$ cat src/rtl/amp_power_sequencer.sv
// -----------------------------------------------------------------------------
// amp_power_sequencer
//
// Motor-power path controller. Raises pwr_enable on host request, waits for the
// motor supply to report good, lets it settle, then passes per-axis amplifier
// enables through while watching SafetyCheck trips, the supply-good level and
// a host-write watchdog. Faults latch in FAULT until the host drops its power
// request and pulses clear_fault.
//
// Ports:
//   sysclk          in   system clock (49.152 MHz)
//   reset           in   synchronous, active-high reset
//   pwr_req         in   host level request for motor power
//   amp_req[3:0]    in   host per-axis amp request, bit0 = axis 1
//   safety_disable  in   per-axis SafetyCheck trip (level)
//   mv_good         in   motor supply good (already synchronised)
//   wdog_en         in   watchdog enable
//   wdog_kick       in   one-cycle pulse on any host register write
//   clear_fault     in   one-cycle fault clear pulse
//   pwr_enable      out  motor supply enable
//   amp_enable[3:0] out  per-axis amp enable (inverted onto amp_disable above)
//   axis_trip[3:0]  out  sticky per-axis trip flags
//   state[2:0]      out  0 OFF, 1 PWR_WAIT, 2 SETTLE, 3 RUN, 4 FAULT
//   fault_code[1:0] out  0 none, 1 MV_TIMEOUT, 2 MV_LOST, 3 WDOG
//
// Every output is registered from the next-state decision, so it reflects a
// sampled condition one cycle later.
// -----------------------------------------------------------------------------
module amp_power_sequencer #(
  parameter int MV_TIMEOUT_CYC = 4915200,
  parameter int SETTLE_CYC     = 49152,
  parameter int WDOG_CYC       = 4915200,
  parameter int CNT_W          = 24
) (
  input  logic             sysclk,
  input  logic             reset,
  input  logic             pwr_req,
  input  logic [3:0]       amp_req,
  input  logic [3:0]       safety_disable,
  input  logic             mv_good,
  input  logic             wdog_en,
  input  logic             wdog_kick,
  input  logic             clear_fault,
  output logic             pwr_enable,
  output logic [3:0]       amp_enable,
  output logic [3:0]       axis_trip,
  output logic [2:0]       state,
  output logic [1:0]       fault_code
);

  typedef enum logic [2:0] {
    ST_OFF      = 3'd0,
    ST_PWR_WAIT = 3'd1,
    ST_SETTLE   = 3'd2,
    ST_RUN      = 3'd3,
    ST_FAULT    = 3'd4
  } state_t;

  typedef enum logic [1:0] {
    FC_NONE       = 2'd0,
    FC_MV_TIMEOUT = 2'd1,
    FC_MV_LOST    = 2'd2,
    FC_WDOG       = 2'd3
  } fault_t;

  // Terminal counts; the counter sits at 0 on the first cycle of a state, so
  // the exit fires after exactly *_CYC cycles in that state.
  localparam logic [CNT_W-1:0] MV_LAST     = CNT_W'(MV_TIMEOUT_CYC - 1);
  localparam logic [CNT_W-1:0] SETTLE_LAST = CNT_W'(SETTLE_CYC - 1);
  localparam logic [CNT_W-1:0] WDOG_LAST   = CNT_W'(WDOG_CYC - 1);
  localparam logic [CNT_W-1:0] CNT_ONE     = CNT_W'(1);

  state_t           state_q, state_d;
  fault_t           code_q, code_d;
  logic [CNT_W-1:0] cnt_q, cnt_d;
  logic [CNT_W-1:0] wdog_q, wdog_d;
  logic [3:0]       trip_q, trip_d;
  logic [3:0]       amp_q, amp_d;
  logic             pwr_q, pwr_d;
  logic             wdog_expire;
  logic             cnt_active;

  // Next-state, next-output decision.
  // NOTE: every signal assigned here gets a default first, so no path can
  // leave one unassigned and infer a latch.
  always_comb begin
    state_d     = state_q;
    code_d      = code_q;
    trip_d      = '0;
    amp_d       = '0;
    wdog_expire = wdog_en && !wdog_kick && (wdog_q == WDOG_LAST);

    case (state_q)
      ST_OFF: begin
        code_d = FC_NONE;
        if (pwr_req) state_d = ST_PWR_WAIT;
      end

      ST_PWR_WAIT: begin
        if (!pwr_req) begin
          state_d = ST_OFF;
        end else if (mv_good) begin
          state_d = ST_SETTLE;
        end else if (cnt_q == MV_LAST) begin
          state_d = ST_FAULT;
          code_d  = FC_MV_TIMEOUT;
        end
      end

      ST_SETTLE: begin
        if (!pwr_req) begin
          state_d = ST_OFF;
        end else if (!mv_good) begin
          state_d = ST_FAULT;
          code_d  = FC_MV_LOST;
        end else if (cnt_q == SETTLE_LAST) begin
          state_d = ST_RUN;
        end
      end

      ST_RUN: begin
        if (!mv_good) begin
          state_d = ST_FAULT;
          code_d  = FC_MV_LOST;
        end else if (wdog_expire) begin
          state_d = ST_FAULT;
          code_d  = FC_WDOG;
        end else if (!pwr_req) begin
          state_d = ST_OFF;
        end else begin
          // A trip stays set until the host withdraws that axis' request.
          trip_d = (trip_q | safety_disable) & amp_req;
          amp_d  = amp_req & ~trip_d;
        end
      end

      ST_FAULT: begin
        // Clear is only honoured with the request dropped, so power cannot
        // bounce straight back on.
        if (clear_fault && !pwr_req) begin
          state_d = ST_OFF;
          code_d  = FC_NONE;
        end
      end

      default: begin
        state_d = ST_FAULT;
        code_d  = FC_NONE;
      end
    endcase
  end

  // Shared sequencing counter: runs only while staying in PWR_WAIT or SETTLE,
  // otherwise held at 0 so every entry starts from 0. Saturates, never wraps.
  assign cnt_active = (state_d == state_q) &&
                      ((state_q == ST_PWR_WAIT) || (state_q == ST_SETTLE));

  always_comb begin
    cnt_d = '0;
    if (cnt_active) cnt_d = (cnt_q == '1) ? cnt_q : cnt_q + CNT_ONE;
  end

  // Watchdog counter: only live while remaining in RUN with the watchdog
  // enabled; a kick (even on the terminal cycle) restarts it from 0.
  always_comb begin
    wdog_d = '0;
    if ((state_q == ST_RUN) && (state_d == ST_RUN) && wdog_en && !wdog_kick)
      wdog_d = (wdog_q == '1) ? wdog_q : wdog_q + CNT_ONE;
  end

  assign pwr_d = (state_d == ST_PWR_WAIT) || (state_d == ST_SETTLE) ||
                 (state_d == ST_RUN);

  // NOTE: state registers use non-blocking assignments so every flop samples
  // the pre-edge values regardless of statement order.
  always_ff @(posedge sysclk) begin
    if (reset) begin
      state_q <= ST_OFF;
      code_q  <= FC_NONE;
      cnt_q   <= '0;
      wdog_q  <= '0;
      trip_q  <= '0;
      amp_q   <= '0;
      pwr_q   <= 1'b0;
    end else begin
      state_q <= state_d;
      code_q  <= code_d;
      cnt_q   <= cnt_d;
      wdog_q  <= wdog_d;
      trip_q  <= trip_d;
      amp_q   <= amp_d;
      pwr_q   <= pwr_d;
    end
  end

  assign pwr_enable = pwr_q;
  assign amp_enable = amp_q;
  assign axis_trip  = trip_q;
  assign state      = state_q;
  assign fault_code = code_q;

endmodule

$ cat config.mk
export PLATFORM = sky130hd
export DESIGN_NAME = amp_power_sequencer
export DESIGN_NICKNAME = d
export VERILOG_FILES = /design/src/rtl/amp_power_sequencer.sv
export SDC_FILE = /design/constraint.sdc
export NUM_CORES = 1
export LEC_CHECK = 0
export ABC_AREA = 1
export CAP_MARGIN = 10
export CORE_UTILIZATION = 36
export DETAILED_ROUTE_END_ITERATION = 16
export GPL_TIMING_DRIVEN = 1
export PLACE_DENSITY = 0.53
export SLEW_MARGIN = 10
export SYNTH_ARGS = -nofsm -noshare
export SYNTH_HDL_FRONTEND = slang
export SYNTH_SLANG_ARGS = --single-unit
$ cat constraint.sdc
create_clock -name sysclk -period 2.69 [get_ports sysclk]
set_input_delay 0.538 -clock sysclk [delete_from_list [all_inputs] [get_ports sysclk]]
set_output_delay 0.538 -clock sysclk [all_outputs]
set_load 0.05 [all_outputs]
# After elaboration in Yosys (flattened, before gate mapping)
# Cells that the tools add are included.
# Widths: inputs -> output; s select.
[totals]
romBits = 0
inputBits = 15
latch_bits = 0
n_memories = 0
mem_bits_rw = 0
output_inout_bits = 14
elab_cells = 76
register_bits = 62
[op_classes]
n_addsub = 2
multipliers = 0
n_reduce_logical = 17
n_eq_ne = 20
shift = 0
n_lt_le_gt_ge = 0
muxes = 21
n_bitwise = 9
div = 0
[op_table]
columns = ["cell", "count"]
rows = [
  ["$add 24x1->24 const B", 2],
  ["$eq 24x23->1 const B", 2],
  ["$eq 24x24->1 const B", 2],
  ["$mux 3", 11],
  ["$eq 24x16->1 const B", 1],
  ["$mux 2", 8],
  ["$pmux 3 s5", 1],
  ["$eq 3x2->1 const B", 4],
  ["$ne 2x2->1 const B", 6],
  ["$and 4x4->4", 2],
  ["$pmux 2 s4", 1],
  ["$logic_and 1x1->1", 7],
  ["$reduce_and 7->1", 1],
  ["$eq 3x1->1 const B", 2],
  ["$not 1->1", 5],
  ["$reduce_or 5->1", 1],
  ["$not 4->4", 1],
  ["$or 4x4->4", 1],
  ["$reduce_or 2->1", 2],
  ["$eq 3x3->1", 1],
  ["$eq 3x3->1 const B", 1],
  ["$logic_not 3->1", 1],
  ["$logic_or 1x1->1", 3],
  ["$ne 3x3->1 const B", 1],
  ["$logic_not 1->1", 2],
]

# Depth between registers and ports, before layout
# Gate-level depths: netlist of run 1.
[depth]
ltp_word = 12
depth_mapped = 15
depth_no_buf = 14

# Worst setup path before layout of run 1
# OpenSTA, ideal clock, no wires.
[synth_timing]
path_type = "register to register"
startpoint = "reg state_q[0] (netlist: state[0])"
endpoint = "reg cnt_q[16]"
t_required_ns = 2.569
setup_slack_ns = 0.727
stages_incl_launch_ff = 13
synth_period_minus_slack_ns = 1.963
arrival_ns = 1.843
path_buffers = 1
path_cell_list = "dfxtp_1 -> nand2_1 -> nor2_2 -> inv_2 -> nand2_1 -> nand2_1 -> a21oi_1 -> nand2_2 -> nand2_1 -> nand2_1 -> nand4_4 -> buf_6 -> nor3_2"
[synth_between]
elab_chain_len = 8
[synth_rtl]
columns = ["item", "line", "text"]
rows = [
  ["from (decl)", "73", "state_t state_q, state_d;"],
  ["from (signal assigned)", "186", "state_q <= state_d;"],
  ["$mux 3 (on tied branches)", "128, 104, 116", ""],
  ["$mux 3 (on tied branches)", "125, 102, 113", ""],
  ["$mux 3 (on tied branches)", "122, 100, 111", ""],
  ["$pmux 3 s5", "93", "case (state_q)"],
  ["$eq 3x3->1", "155", "assign cnt_active = (state_d == state_q) &&"],
  ["$logic_and 1x1->1 *", "155", ""],
  ["$not 1->1 (no source line) *", "n/a", ""],
  ["$reduce_or 2->1 (no source line) *", "n/a", ""],
  ["to (signal assigned)", "188", "cnt_q <= cnt_d;"],
  ["to (decl)", "75", "logic [CNT_W-1:0] cnt_q, cnt_d;"],
]
# Every way passes the cells marked *; elsewhere a longest branch is shown, timed or not.
# A chain may end at the register's enable or synchronous reset.

# Final worst setup path of run 1
[layout_timing]
startpoint = "reg cnt_q[0]"
endpoint = "reg cnt_q[6]"
[layout_between]
elab_chain_len = 9
[layout_rtl]
columns = ["item", "line"]
rows = [
  ["$eq 24x16->1 or $eq 24x23->1 (tied branches)", "116, 104"],
  ["$mux 3 (on tied branches)", "116, 104"],
  ["$mux 3 (on tied branches)", "113, 102"],
  ["$mux 3 (on tied branches)", "111, 100"],
  ["$pmux 3 s5", "93"],
  ["$eq 3x3->1", "155"],
  ["$logic_and 1x1->1", "155"],
  ["$not 1->1 (no source line)", "n/a"],
  ["$reduce_or 2->1 (no source line)", "n/a"],
]
# Parallel ways exist; a longest one is shown, timed or not.

==> results.cfg, run 1 <==
[sta]
max_slew.worst_pin.slew_ns = 0.528
setup_tns_ns = 0
fin_crit_ns = 2.36
period_share = 0.877
rsz0062_at_grt = false
setup_ws_ns = 0.330
finalSetupViolations = 0
whs_ns = 0.439
finalHoldViolCount = 0
fin_worst_skew_ns = 0.0111
fmax_ghz = 0.424
slew_viol_final = 0
relSlewSlack = 0.647

[synthesis]
yosysMostFrequentCell = nor2_1
netlist_instances = 476
syn_avg_cell_area_um2 = 7.28
synth_edf_count = 0
seq_area_frac_synth = 0.358
synthTopCellsByCount = nor2_1, nand2_1, dfxtp_1, inv_1
yosys_warnings = 0
synth.area.top_cells = dfxtp_1, nor2_1, nand2_1
ys_types = 30
synth_top_cell_by_area = dfxtp_1
ys_seq_elements = 62
synth_top_cell_area_share = 0.358
synthArstFlopShare = 0
synth_flop_cell = dfxtp_1
synth_fp_nets = 493
syn_area_mm2 = 0.00347

[routing]
drt_iter0_drc = 94
ant_nets = 0
drt_wl_total_um = 7470
wl_per_cell_um = 11.6
route.vias.total = 2966
drc = 0
drt_first_pass_iters = 6
avgViaCountPerCell = 4.61

[final_layout]
area_delta_synth_final_pct = 18.0
postLayoutCoreUtil = 0.441
nNetsFinal = 527
drive_above_1_share = 0.132
n_antenna_cell = 0

[clocking]
clock_sinks = 62
clock_path_buffers = 2
cts_root_buffer = clkbuf_8
clock_latency_ns = 0.34
htreeDepth = 3
cts_buffers = 9
cts_tree = built
postCtsSetupRepairBufs = 0
path_clk_slew_ns = 0.07

[worst_hold_path]
min_from = axis_trip[1]
hold_path_class = register to register
hold_end = amp_enable[1]
whs_path_depth = 1

[worst_setup_path]
crit_type = register to register
critical_path_buf_inv_count = 1
worst_path_max_delay_cell = nand4_4
crit_family = simple AND/OR/NAND/NOR gates
crit_path_max_incr_delay_ns = 0.43
reg2reg_depth = 13
crit_required_ns = 2.94
r2r_start = cnt_q[0]
rrSetupSlack_ns = 0.33
cp_cell_sequence = ha_2, inv_2, nor2_4, nand2_4, nor2_4, nand2_2, nand2_1, nand2_1, nand2_2, nand2_2, nand3_2, nand4_4, nor3_1
timing.rr.end = cnt_q[6]
crit_top_cell = nand2_2
cp_data_arrival_time_ns = 2.61
endpoint_kind = register
crit_fanout = 24
startpoint_type = register

[placed_design]
gp_congestion = 0.885
io_buffers = 28
dp_hpwl_um = 5420
pre_cts_slack_ns = 0.0724

[global_route]
overflow = 0
antenna_found_initial = 0
grt_max_degree = 25
grt_pass1_vias = 2859
grt_pass1_wl_um = 13000
grt_use_total = 0.165

[die]
die_h_um = 100
pin_count = 29
initial_core_util = 0.373
row_count = 35
core_area_mm2 = 0.00928
die_w_um = 100
die_area_mm2 = 0.0100

[job]
drv_cap = 0

[status]
outcome = completed

[power]
ir_worst_vdd_mv = 0.223
p_leak_nw = 1.42
power.density_mw_per_mm2 = 482
## layer usage
metal,track usage,wire length (um),part of all wire
met5,0,0,0
met4,0.0669,130,0.017
met3,0.0453,349,0.047
met2,0.272,3370,0.45
met1,0.203,3620,0.48
## layout make-up
class,instances,area [um^2]
inverter,55,206
tap,129,161
clock inverter,4,70.1
clock buffer,11,151
fill,1001,5190
multi-input combinational,351,1940
sequential,62,1240
timing repair buffer,31,315
## worst max path at each step
stage | endpoint | slack, ns | cells after the start | start
detailed placement | cnt_q[7] | 0.07 | 10 | pwr_req
floorplan | cnt_q[16] | 0.73 | 12 | state[0]
global placement | cnt_q[8] | 0.13 | 10 | pwr_req
finish | cnt_q[6] | 0.33 | 13 | cnt_q[0]
global route | cnt_q[8] | 0.06 | 13 | cnt_q[0]
CTS | cnt_q[6] | 0.23 | 13 | cnt_q[0]
## sequential cells by signal (all words and copies together) (netlist names)
register	count
state	3
pwr_enable	1
cnt_q	24
fault_code	2
amp_enable	4
axis_trip	4
wdog_q	24
## cells by family after synthesis
kind of cell | count (synthesis) | synth area share
and+or+nand+nor | 282 | 0.408
AOI/OAI and AO/OA | 29 | 0.0487
DFF | 62 | 0.358
xor gates and xnor gates | 38 | 0.0960
buffers and inverters | 63 | 0.0819
adders and majority gates | 2 | 0.00722
## what timing repair did
item / CTS / global route
gates resized for setup: 0 / 1
hold endpoints to repair: 0 / 0
hold buffers: 0 / 0
endpoints found under the setup margin: 0 / 2
## per-stage QoR
stage / std cells / area (um^2) / power (W)
global route: 643 / 4090 / 0.00206
finish: 643 / 4090 / 0.00197
floorplan: 476 / 3470 / 0.00102
CTS: 643 / 4090 / 0.00200
detailed placement: 628 / 3870 / 0.00106
global placement: 628 / 3870 / 0.00106
## power by group
| part | internal (W) | total [W] | switching [W] |
|---|---|---|---|
| clock network | 0.000564 | 0.000930 | 0.000366 |
| logic | 0.0000450 | 0.000114 | 0.0000695 |
| registers | 0.000924 | 0.000929 | 0.00000509 |
| total | 0.00153 | 0.00197 | 0.000441 |
## placed cells by master, fill, tap and decap left out, types with 11 or more instances in the layout
master / count
nand4_1: 17
xor2_1: 22
nor3_2: 21
clkbuf_8: 11
dfxtp_1: 62
nand2_1: 83
nor3_1: 22
inv_1: 50
nand3_1: 22
xnor2_1: 16
a21oi_1: 18
clkdlybuf4s50_1: 28
nor2_1: 89
## worst register-to-register path, cell delays in order (launching register included)
cell,delay (ns)
dfxtp_1,0.40
ha_2,0.29
inv_2,0.06
nor2_4,0.13
nand2_4,0.08
nor2_4,0.18
nand2_2,0.08
nand2_1,0.07
nand2_1,0.06
nand2_2,0.06
nand2_2,0.07
nand3_2,0.08
nand4_4,0.43
nor3_1,0.29
Note: power is estimated with default switching activity, not from simulation.
==> inputs of run 2 (changes only) <==
--- a/config.mk
+++ b/config.mk
@@ -11,6 +11,7 @@
 export DETAILED_ROUTE_END_ITERATION = 16
 export GPL_TIMING_DRIVEN = 1
 export PLACE_DENSITY = 0.53
+export SKIP_CTS_REPAIR_TIMING = 1
 export SLEW_MARGIN = 10
 export SYNTH_ARGS = -nofsm -noshare
 export SYNTH_HDL_FRONTEND = slang
==> results of run 2 <==
No change in the layout: final DEF, timing and power equal those of run 1.
==> inputs of run 3 (changes only) <==
--- a/config.mk
+++ b/config.mk
@@ -9,6 +9,7 @@
 export CAP_MARGIN = 10
 export CORE_UTILIZATION = 36
 export DETAILED_ROUTE_END_ITERATION = 16
+export GPL_ROUTABILITY_DRIVEN = 0
 export GPL_TIMING_DRIVEN = 1
 export PLACE_DENSITY = 0.53
 export SKIP_CTS_REPAIR_TIMING = 1
==> constraint.sdc (replaced) <==
create_clock -name sysclk -period 3 [get_ports sysclk]
set_input_delay 0.6 -clock sysclk [delete_from_list [all_inputs] [get_ports sysclk]]
set_output_delay 0.6 -clock sysclk [all_outputs]
set_load 0.05 [all_outputs]
==> run 3 against run 2 <==
Net effect: via count rose by 1.3%; largest power group unchanged; critical path type unchanged; worst setup slack gained 0.35 ns; critical path depth grew 2; sequential power down 10%.
==> results.cfg, run 3 (synthesized netlist as in run 1, its figures left out) <==
[die]
die_h_um = 100
row_count = 35
pin_count = 29
die_w_um = 100
die_area_mm2 = 0.0100
initial_core_util = 0.373
core_area_mm2 = 0.00928

[routing]
avgViaCountPerCell = 4.66
drt_first_pass_iters = 4
drt_wl_total_um = 7530
wl_per_cell_um = 11.7
ant_nets = 0
drt_iter0_drc = 104
route.vias.total = 3004
drc = 0

[sta]
finalSetupViolations = 0
max_slew.worst_pin.slew_ns = 0.515
period_share = 0.773
rsz0062_at_grt = false
setup_tns_ns = 0
relSlewSlack = 0.654
fin_worst_skew_ns = 0.00733
fin_crit_ns = 2.32
finalHoldViolCount = 0
slew_viol_final = 0
fmax_ghz = 0.431

[power]
ir_worst_vdd_mv = 0.219
swShare = 0.226
total_power_w = 0.00178
power_frac_comb = 0.057
p_clk_frac = 0.476
p_int_w = 0.00138
pwr-share-seq = 0.467
power.density_mw_per_mm2 = 436
p_leak_nw = 1.42
power.switching_w = 0.000403

[worst_setup_path]
crit_path_max_incr_delay_ns = 0.41
crit_type = register to register
crit_top_cell = nand2_1
endpoint_kind = register
crit_family = simple AND/OR/NAND/NOR gates
crit_fanout = 24
crit_required_ns = 3.21
critical_path_buf_inv_count = 2
cp_data_arrival_time_ns = 2.53
startpoint_type = register
worst_path_max_delay_cell = dfxtp_1
cp_cell_sequence = ha_1, inv_2, nor2_4, nand2_4, nor2_4, nand2_2, nand2_1, nand2_1, nand2_2, nand2_2, nand2_1, nand2_1, nand4_4, buf_4, nor3_1

[final_layout]
top_regs = cnt_q: 24 flops, wdog_q: 24 flops
nNetsFinal = 527
final_cell_mix = nor2_1, nand2_1, dfxtp_1, inv_1, clkdlybuf4s50_1
n_antenna_cell = 0
area_delta_synth_final_pct = 17.9
layout_commonest_cell = nor2_1
fillerInstances = 986
drive_above_1_share = 0.132

[clocking]
clock_path_buffers = 2
clock_latency_ns = 0.34
clock_sinks = 62
cts_root_buffer = clkbuf_8
htreeDepth = 3
cts_buffers = 9
path_clk_slew_ns = 0.07
cts_tree = built

[global_route]
grt_use_total = 0.167
antenna_found_initial = 0
grt_pass1_vias = 2976
grt_max_degree = 25
overflow = 0
grt_pass1_wl_um = 13400

[placed_design]
io_buffers = 28
dp_hpwl_um = 5570

[worst_hold_path]
hold_path_class = register to register

[status]
outcome = completed

[job]
drv_cap = 0
-- run 3: changes by cell type in the layout (fill, tap and decap cells not counted), sizes merged --
cell,previous run,this run
clkinvlp,0,1
-- run 3: layout make-up --
type	count	area (um^2)	area share
Tap cell	129	161	0.0395
Multi-Input combinational cell	351	1940	0.475
Clock buffer	11	151	0.0370
Sequential cell	62	1240	0.304
Clock inverter	5	81.3	0.0199
Timing Repair Buffer	31	303	0.0741
Inverter	55	206	0.0505
-- run 3: power by group through the flow --
stage	clock network (W)	logic (W)	registers [W]
final	0.000849	0.000101	0.000833
after global routing	0.000912	0.000111	0.000833
after CTS	0.000877	0.000103	0.000832
after detailed placement	0	0.000102	0.000852
after global placement	0	0.000102	0.000851
after floorplan	0	0.0000477	0.000868
-- run 3: metal layers --
layer  global-route usage  wire length (um)  part of all wire  vias to the layer above
li1                     -                 -                 -                     1600
met1                0.205              3630              0.48                     1352
met2                0.281              3500              0.46                       41
met3               0.0425               265             0.035                       11
met4               0.0624               135             0.018                        0
met5                    0                 0                 0                        -
-- run 3: final timing paths --
| path | slack (ns) | from | cells after the start | to |
|---|---|---|---|---|
| max reg2reg | 0.68 | cnt_q[0] | 15 | cnt_q[8] |
| max | 0.68 | cnt_q[0] | 15 | cnt_q[8] |
| min | 0.45 | axis_trip[1] | 1 | amp_enable[1] |
| min reg2reg | 0.45 | axis_trip[1] | 1 | amp_enable[1] |
-- run 3: through the flow --
stage / util / cell area [um^2] / instances / setup WS, ns / hold slack [ns]
after detailed placement: 0.415 / 3850 / 628 / 0.416 / 0.431
final: 0.440 / 4090 / 644 / 0.680 / 0.447
after global placement: 0.415 / 3850 / 628 / 0.474 / 0.435
after CTS: 0.440 / 4090 / 644 / 0.652 / 0.451
after global routing: 0.440 / 4090 / 644 / 0.390 / 0.470
after floorplan: - / 3470 / 476 / 1.04 / 0.456
-- run 3: worst reg2reg max path, delay by kind of cell (launching register included) --
| kind | cells | cell delay [ns] |
|---|---|---|
| AND/OR/NAND/NOR | 12 | 1.01 |
| adder cells (fa/ha/maj) | 1 | 0.34 |
| buffers and inverters | 2 | 0.43 |
| flip-flops | 1 | 0.41 |
